$ cat config.mk
export PLATFORM = sky130hd
export DESIGN_NAME = nibble_serial_addsub
export DESIGN_NICKNAME = d
export VERILOG_FILES = /design/src/rtl/nibble_arith_pkg.sv /design/src/rtl/cla4_slice.sv /design/src/rtl/nibble_serial_addsub.sv
export SDC_FILE = /design/constraint.sdc
export NUM_CORES = 1
export LEC_CHECK = 0
export ABC_AREA = 0
export CAP_MARGIN = 10
export CORE_MARGIN = 2
export CORE_UTILIZATION = 46
export DETAILED_ROUTE_END_ITERATION = 12
export GPL_TIMING_DRIVEN = 0
export PLACE_DENSITY = 0.76
export SETUP_SLACK_MARGIN = 0.05
export SLEW_MARGIN = 10
export SYNTH_ARGS = -nofsm -noshare
export SYNTH_HDL_FRONTEND = slang
export SYNTH_SLANG_ARGS = --single-unit
$ cat constraint.sdc
create_clock -name clk -period 2.75 [get_ports clk]
set_clock_uncertainty 0.2 [all_clocks]
set_input_delay 0.55 -clock clk [delete_from_list [all_inputs] [get_ports clk]]
set_output_delay 0.55 -clock clk [all_outputs]
set_load 0.02 [all_outputs]
$ cat src/rtl/nibble_arith_pkg.sv
// Shared definitions for the nibble-serial arithmetic blocks: slice width,
// controller states and an index-width helper.
package nibble_arith_pkg;

  localparam int NIBBLE_W = 4;

  typedef enum logic [1:0] {
    IDLE = 2'd0,
    RUN  = 2'd1,
    DONE = 2'd2
  } state_e;

  // Ceiling log2, never below 1 so a counter always has at least one bit.
  function automatic int clog2(input int value);
    int w;
    w = 1;
    while ((1 << w) < value) w++;
    return w;
  endfunction

endpackage

$ cat src/rtl/cla4_slice.sv
// Combinational 4-bit carry-lookahead slice: every internal carry is a
// two-level function of generate/propagate and the incoming carry.
module cla4_slice
  import nibble_arith_pkg::*;
(
  input  logic [NIBBLE_W-1:0] a,
  input  logic [NIBBLE_W-1:0] b,
  input  logic                cin,
  output logic [NIBBLE_W-1:0] s,
  output logic                cout,
  output logic                c3,
  output logic                pg,
  output logic                gg
);

  logic [NIBBLE_W-1:0] p;
  logic [NIBBLE_W-1:0] g;
  logic                c1;
  logic                c2;

  assign p = a ^ b;
  assign g = a & b;

  assign c1 = g[0] | (p[0] & cin);
  assign c2 = g[1] | (p[1] & g[0]) | (p[1] & p[0] & cin);
  assign c3 = g[2] | (p[2] & g[1]) | (p[2] & p[1] & g[0])
            | (p[2] & p[1] & p[0] & cin);

  assign pg = &p;
  assign gg = g[3] | (p[3] & g[2]) | (p[3] & p[2] & g[1])
            | (p[3] & p[2] & p[1] & g[0]);

  assign cout = gg | (pg & cin);
  assign s    = p ^ {c3, c2, c1, cin};

endmodule

$ cat src/rtl/nibble_serial_addsub.sv
// WIDTH-bit adder/subtractor that walks one shared 4-bit lookahead slice over
// the operands LSB nibble first, with a start/ready/done handshake.
module nibble_serial_addsub
  import nibble_arith_pkg::*;
#(
  parameter int WIDTH = 16
) (
  input  logic             clk,
  input  logic             rst,
  input  logic             start,
  input  logic             sub,
  input  logic [WIDTH-1:0] a,
  input  logic [WIDTH-1:0] b,
  output logic             ready,
  output logic             done,
  output logic [WIDTH-1:0] result,
  output logic             c_out,
  output logic             ovf,
  output logic             zero
);

  localparam int N     = WIDTH / NIBBLE_W;
  localparam int IDX_W = clog2(N);
  localparam logic [IDX_W-1:0] LAST_IDX = IDX_W'(N - 1);

  state_e              state_q;
  logic [IDX_W-1:0]    idx_q;
  logic                carry_q;
  logic                carry_d;
  logic [WIDTH-1:0]    opA_q;
  logic [WIDTH-1:0]    opB_q;
  logic [WIDTH-1:0]    result_q;
  logic [WIDTH-1:0]    result_d;
  logic                ready_q;
  logic                done_q;
  logic                cOut_q;
  logic                ovf_q;
  logic                zero_q;

  logic [NIBBLE_W-1:0] nibA;
  logic [NIBBLE_W-1:0] nibB;
  logic [NIBBLE_W-1:0] sliceSum;
  logic                sliceCout;
  logic                sliceC3;
  logic                slicePg;
  logic                sliceGg;

  // opB_q already holds ~b for subtraction, so the slice only ever adds.
  always_comb begin
    nibA = '0;
    nibB = '0;
    for (int k = 0; k < N; k++) begin
      if (idx_q == IDX_W'(k)) begin
        nibA = opA_q[k*NIBBLE_W +: NIBBLE_W];
        nibB = opB_q[k*NIBBLE_W +: NIBBLE_W];
      end
    end
  end

  cla4_slice u_slice (
    .a    (nibA),
    .b    (nibB),
    .cin  (carry_q),
    .s    (sliceSum),
    .cout (sliceCout),
    .c3   (sliceC3),
    .pg   (slicePg),
    .gg   (sliceGg)
  );

  always_comb begin
    result_d = result_q;
    for (int k = 0; k < N; k++) begin
      if (idx_q == IDX_W'(k)) begin
        result_d[k*NIBBLE_W +: NIBBLE_W] = sliceSum;
      end
    end
  end

  // Inter-nibble carry taken from the group terms so it is one AND-OR past the slice.
  assign carry_d = sliceGg | (slicePg & carry_q);

  always_ff @(posedge clk) begin
    if (rst) begin
      state_q  <= IDLE;
      idx_q    <= '0;
      carry_q  <= 1'b0;
      opA_q    <= '0;
      opB_q    <= '0;
      result_q <= '0;
      ready_q  <= 1'b1;
      done_q   <= 1'b0;
      cOut_q   <= 1'b0;
      ovf_q    <= 1'b0;
      zero_q   <= 1'b0;
    end else begin
      case (state_q)
        IDLE: begin
          if (start) begin
            opA_q   <= a;
            opB_q   <= b ^ {WIDTH{sub}};
            carry_q <= sub;
            idx_q   <= '0;
            ready_q <= 1'b0;
            state_q <= RUN;
          end
        end
        RUN: begin
          result_q <= result_d;
          carry_q  <= carry_d;
          if (idx_q == LAST_IDX) begin
            idx_q   <= '0;
            cOut_q  <= sliceCout;
            ovf_q   <= sliceC3 ^ sliceCout;
            zero_q  <= (result_d == '0);
            done_q  <= 1'b1;
            state_q <= DONE;
          end else begin
            idx_q <= idx_q + 1'b1;
          end
        end
        DONE: begin
          done_q  <= 1'b0;
          ready_q <= 1'b1;
          state_q <= IDLE;
        end
        default: begin
          done_q  <= 1'b0;
          ready_q <= 1'b1;
          state_q <= IDLE;
        end
      endcase
    end
  end

  assign ready  = ready_q;
  assign done   = done_q;
  assign result = result_q;
  assign c_out  = cOut_q;
  assign ovf    = ovf_q;
  assign zero   = zero_q;

endmodule

==> flow_summary.toml <==
[status]
status = "finished, violations left"
violations = "setup timing"

[clock_tree]
cts_inserted_buffers = 9
cts-root-buf = "clkbuf_8"
cts-hold-fix-buffers = 0
cts_sinks = 58
path_clk_slew_ns = 0.06
clock_path_buffers = 2
h-tree-depth = 3
cts_tree = "yes"
clock_latency_ns = 0.34

[drt]
drc = 0
ant_nets = 0
drt_pre_antenna_iters = 5
finalWirelength_um = 8310
vias = 2821
drt-vias-per-instance = 5.63
drt-initial-drc-count = 218
routedWlPerCell_um = 16.6

[cells_and_area]
antennaDiodeCount = 0
syn2layout_area_growth_pct = 46.8
final_nets = 467
drive_gt1_share_pct = 19.7
fill_cells = 469
fin_area_mm2 = 0.00403

[sta]
min_period_over_period_pct = 102
period_needed_ns = 2.80
clock.fmax_mhz = 357
rsz0062_at_grt = "yes"
finalMaxSlewViolations = 0
maxSlewHeadroom_pct = 59.3
fin_ws_ns = -0.0529
finalSetupViolations = 9
finalHoldViolations = 0
worstMarginPinSlew_ns = 0.610

[yosys]
syn-num-nets = 384
netlist_area_mm2 = 0.00275
synthMuxAreaShare_pct = 0
synth_xor_area_share_pct = 5.74
syn_area_per_cell_um2 = 8.11
yosysTopAreaCell = "dfxtp_1"
synth_cell_types = 37
synth.top_cell.area_share_pct = 42.3
synthArstFlopShare_pct = 0
ys_ff_latch = 58
synth-main-ff-cell = "dfxtp_1"
synthesis.instances = 339
synth-simple-area-share_pct = 21.6
synth-seq-area-share_pct = 42.3
synth_top_family_by_area = "compound AO/OA/AOI/OAI gates"
synthAdderAreaFrac_pct = 4.37
synth_area_leaders = "dfxtp_1 42%, nand2_1 8.7%, a21oi_1 8.4%"
synth_compound_area_share_pct = 21.7
synth_edf_count = 0
yosysWarnings = 0

[global_routing]
grt_pass1_wl_um = 12600
globalRouteTotalUtil_pct = 25.3
grt_pass1_vias = 2564
grt_max_degree = 11
overflow = 0
antenna_found_initial = 0

[placement]
dp_hpwl_um = 5100
placed_area_mm2 = 0.00339
dp_worst_setup_slack_ns = -0.564
port_buffers = 54
gp_congestion = 0.887

[die]
start_util_pct = 47.0
die_h_um = 81.3
ios = 57
die_w_um = 81.3
std_cell_rows = 28
die_area_mm2 = 0.00661
core_mm2 = 0.00585

[worst_setup_path]
rrSetupSlack_ns = -0.05
cp.arrival_ns = 2.86
cp-end-kind = "flop"
start_kind = "flop"
endpoint = "result[10]"
critPathMaxFanout = 5
worst_r2r_endpoint = "result[10]"
path_class = "flop to flop"
cpPeakStageDelay_ns = 0.36
cp_slowest_cell = "dfxtp_2"
worstReg2RegStart = "idx_q[1]"
reg2regPathDepth = 13
cp-startpoint = "idx_q[1]"
crit_chain = "inv_4, ha_4, clkbuf_16, nand3b_1, a21oi_2, a21oi_1, o21ai_2, ha_4, a21oi_4, buf_4, a21boi_4, or3_1, a21oi_1"
crit_required_ns = 2.80

[power_and_ir_drop]
p_sw_share_pct = 27.9
max-vdd-ir-drop_mv = 0.322
power_frac_seq_pct = 41.0
cell_internal_pwr_uw = 1620
switching_power_uw = 626
powerDensity_mw_per_mm2 = 557
p_comb_share_pct = 22.5
pwr-share-clk_pct = 36.5
p_leak_uw = 0.00144

[hold_path]
hold_class = "flop to flop"

[run]
cap_violations = 0
-- layout by cell type (no fill, tap or decap), types with 2 or more instances in the layout --
cell             netlist  final
nor4_1                 2      2
clkdlybuf4s50_1        0     54
clkbuf_4               0      2
a21boi_4               0      2
a21oi_1               46     39
clkbuf_8               0     15
buf_2                  8      8
o21ai_2                0      5
a211oi_1              18     18
ha_4                   0      6
o21ai_0               10      3
or2_2                  2      2
ha_1                   8      2
a31oi_1                2      2
nand2b_1               3      3
a311oi_1               3      2
a21oi_2                0      6
nor3_1                 2      2
buf_4                  0     15
o31ai_2                0      3
o211ai_1               3      3
clkbuf_1              17     12
nand2_1               64     64
nor2_1                30     30
nand3_1                7      6
nand3b_1              12     12
xnor2_1               18     17
or3_1                  4      3
buf_6                  0      2
dfxtp_1               58     56
-- sequential cells by signal, indices dropped and copies added, names as in the netlist --
| name | cells |
|---|---|
| opA_q | 16 |
| opB_q | 16 |
| result | 16 |
| idx_q | 2 |
| state_q | 2 |
| c_out | 1 |
| carry_q | 1 |
| done | 1 |
| ovf | 1 |
| ready | 1 |
| zero | 1 |
-- final cells by class --
| class | count | area (µm²) | share of cell area (%) |
|---|---|---|---|
| inverter | 3 | 13.8 | 0.341 |
| clock inverter | 2 | 35.0 | 0.868 |
| buffer | 26 | 175 | 4.34 |
| clock buffer | 13 | 169 | 4.19 |
| sequential | 58 | 1170 | 28.9 |
| tap | 75 | 93.8 | 2.33 |
| multi-input combinational | 253 | 1700 | 42.2 |
| timing repair buffer | 71 | 678 | 16.8 |
-- synthesized netlist by cell type (2+ instances only) --
library cell   n
nor3_1         2
nand2_1       64
clkbuf_1      17
nor2_1        30
nand3b_1      12
or2_2          2
nand2b_1       3
or3_1          4
buf_2          8
dfxtp_1       58
o211ai_1       3
a311oi_1       3
o21ai_0       10
o31ai_1        4
inv_1          3
xnor2_1       18
nor4_1         2
a211oi_1      18
a31oi_1        2
ha_1           8
nand3_1        7
a21oi_1       46
-- cell families (layout without fill, tap and decap cells) --
family                   count (synthesis)  after routing
AND/OR/NAND/NOR                        131            131
XOR/XNOR                                18             18
buffers and inverters                   29            115
flip-flops                              58             58
adder cells (fa/ha/maj)                  9              9
AO/OA/AOI/OAI                           94             95
-- metal layers --
metal	vias up	part of all wire, %	global-route usage, %
li1	1342	-	-
met1	1319	40	30.5
met2	134	50	43.5
met3	26	6.6	7.00
met4	0	2.9	7.63
met5	-	0	0
-- through the flow --
| step | setup TNS [ns] | hold WS, ns | std cells | power [µW] | util [%] |
|---|---|---|---|---|---|
| after floorplan | 0 | 0.236 | 339 | 1170 | - |
| after global routing | -1.02 | 0.287 | 501 | 2320 | 68.9 |
| final | -0.233 | 0.255 | 501 | 2250 | 68.9 |
| after detailed placement | -5.65 | 0.248 | 468 | 1310 | 57.9 |
| after global placement | -5.16 | 0.242 | 468 | 1300 | 57.9 |
| after CTS | 0 | 0.256 | 496 | 2180 | 66.4 |
-- how the worst min path moves through the flow --
stage                     from  cells after the start    endpoint
floorplan             opA_q[0]                      2    opA_q[0]
global placement     opA_q[13]                      2   opA_q[13]
detailed placement  result[12]                      2  result[12]
CTS                 result[12]                      2  result[12]
global route          opA_q[2]                      2    opA_q[2]
finish              result[12]                      2  result[12]
-- power by group through the flow --
stage | Clock [µW] | Combinational (µW) | Sequential [µW]
CTS | 817 | 443 | 920
finish | 820 | 505 | 922
global placement | 0 | 366 | 934
global route | 857 | 537 | 926
detailed placement | 0 | 373 | 937
floorplan | 0 | 232 | 938
-- worst max-delay path: cells and delay by family (launching register included) --
| kind | cells | cell delay [ns] |
|---|---|---|
| AND/OR/NAND/NOR | 2 | 0.51 |
| AO/OA/AOI/OAI | 6 | 0.84 |
| buffers and inverters | 3 | 0.36 |
| flip-flops | 1 | 0.36 |
| adder cells (fa/ha/maj) | 2 | 0.44 |
-- timing repair --
item	in CTS	in global routing
gates cloned	2	0
pin swaps	12	16
setup buffers	11	5
endpoints found under the setup margin	20	13
gates resized for setup	46	24
Note: power is estimated with default switching activity, not from simulation.
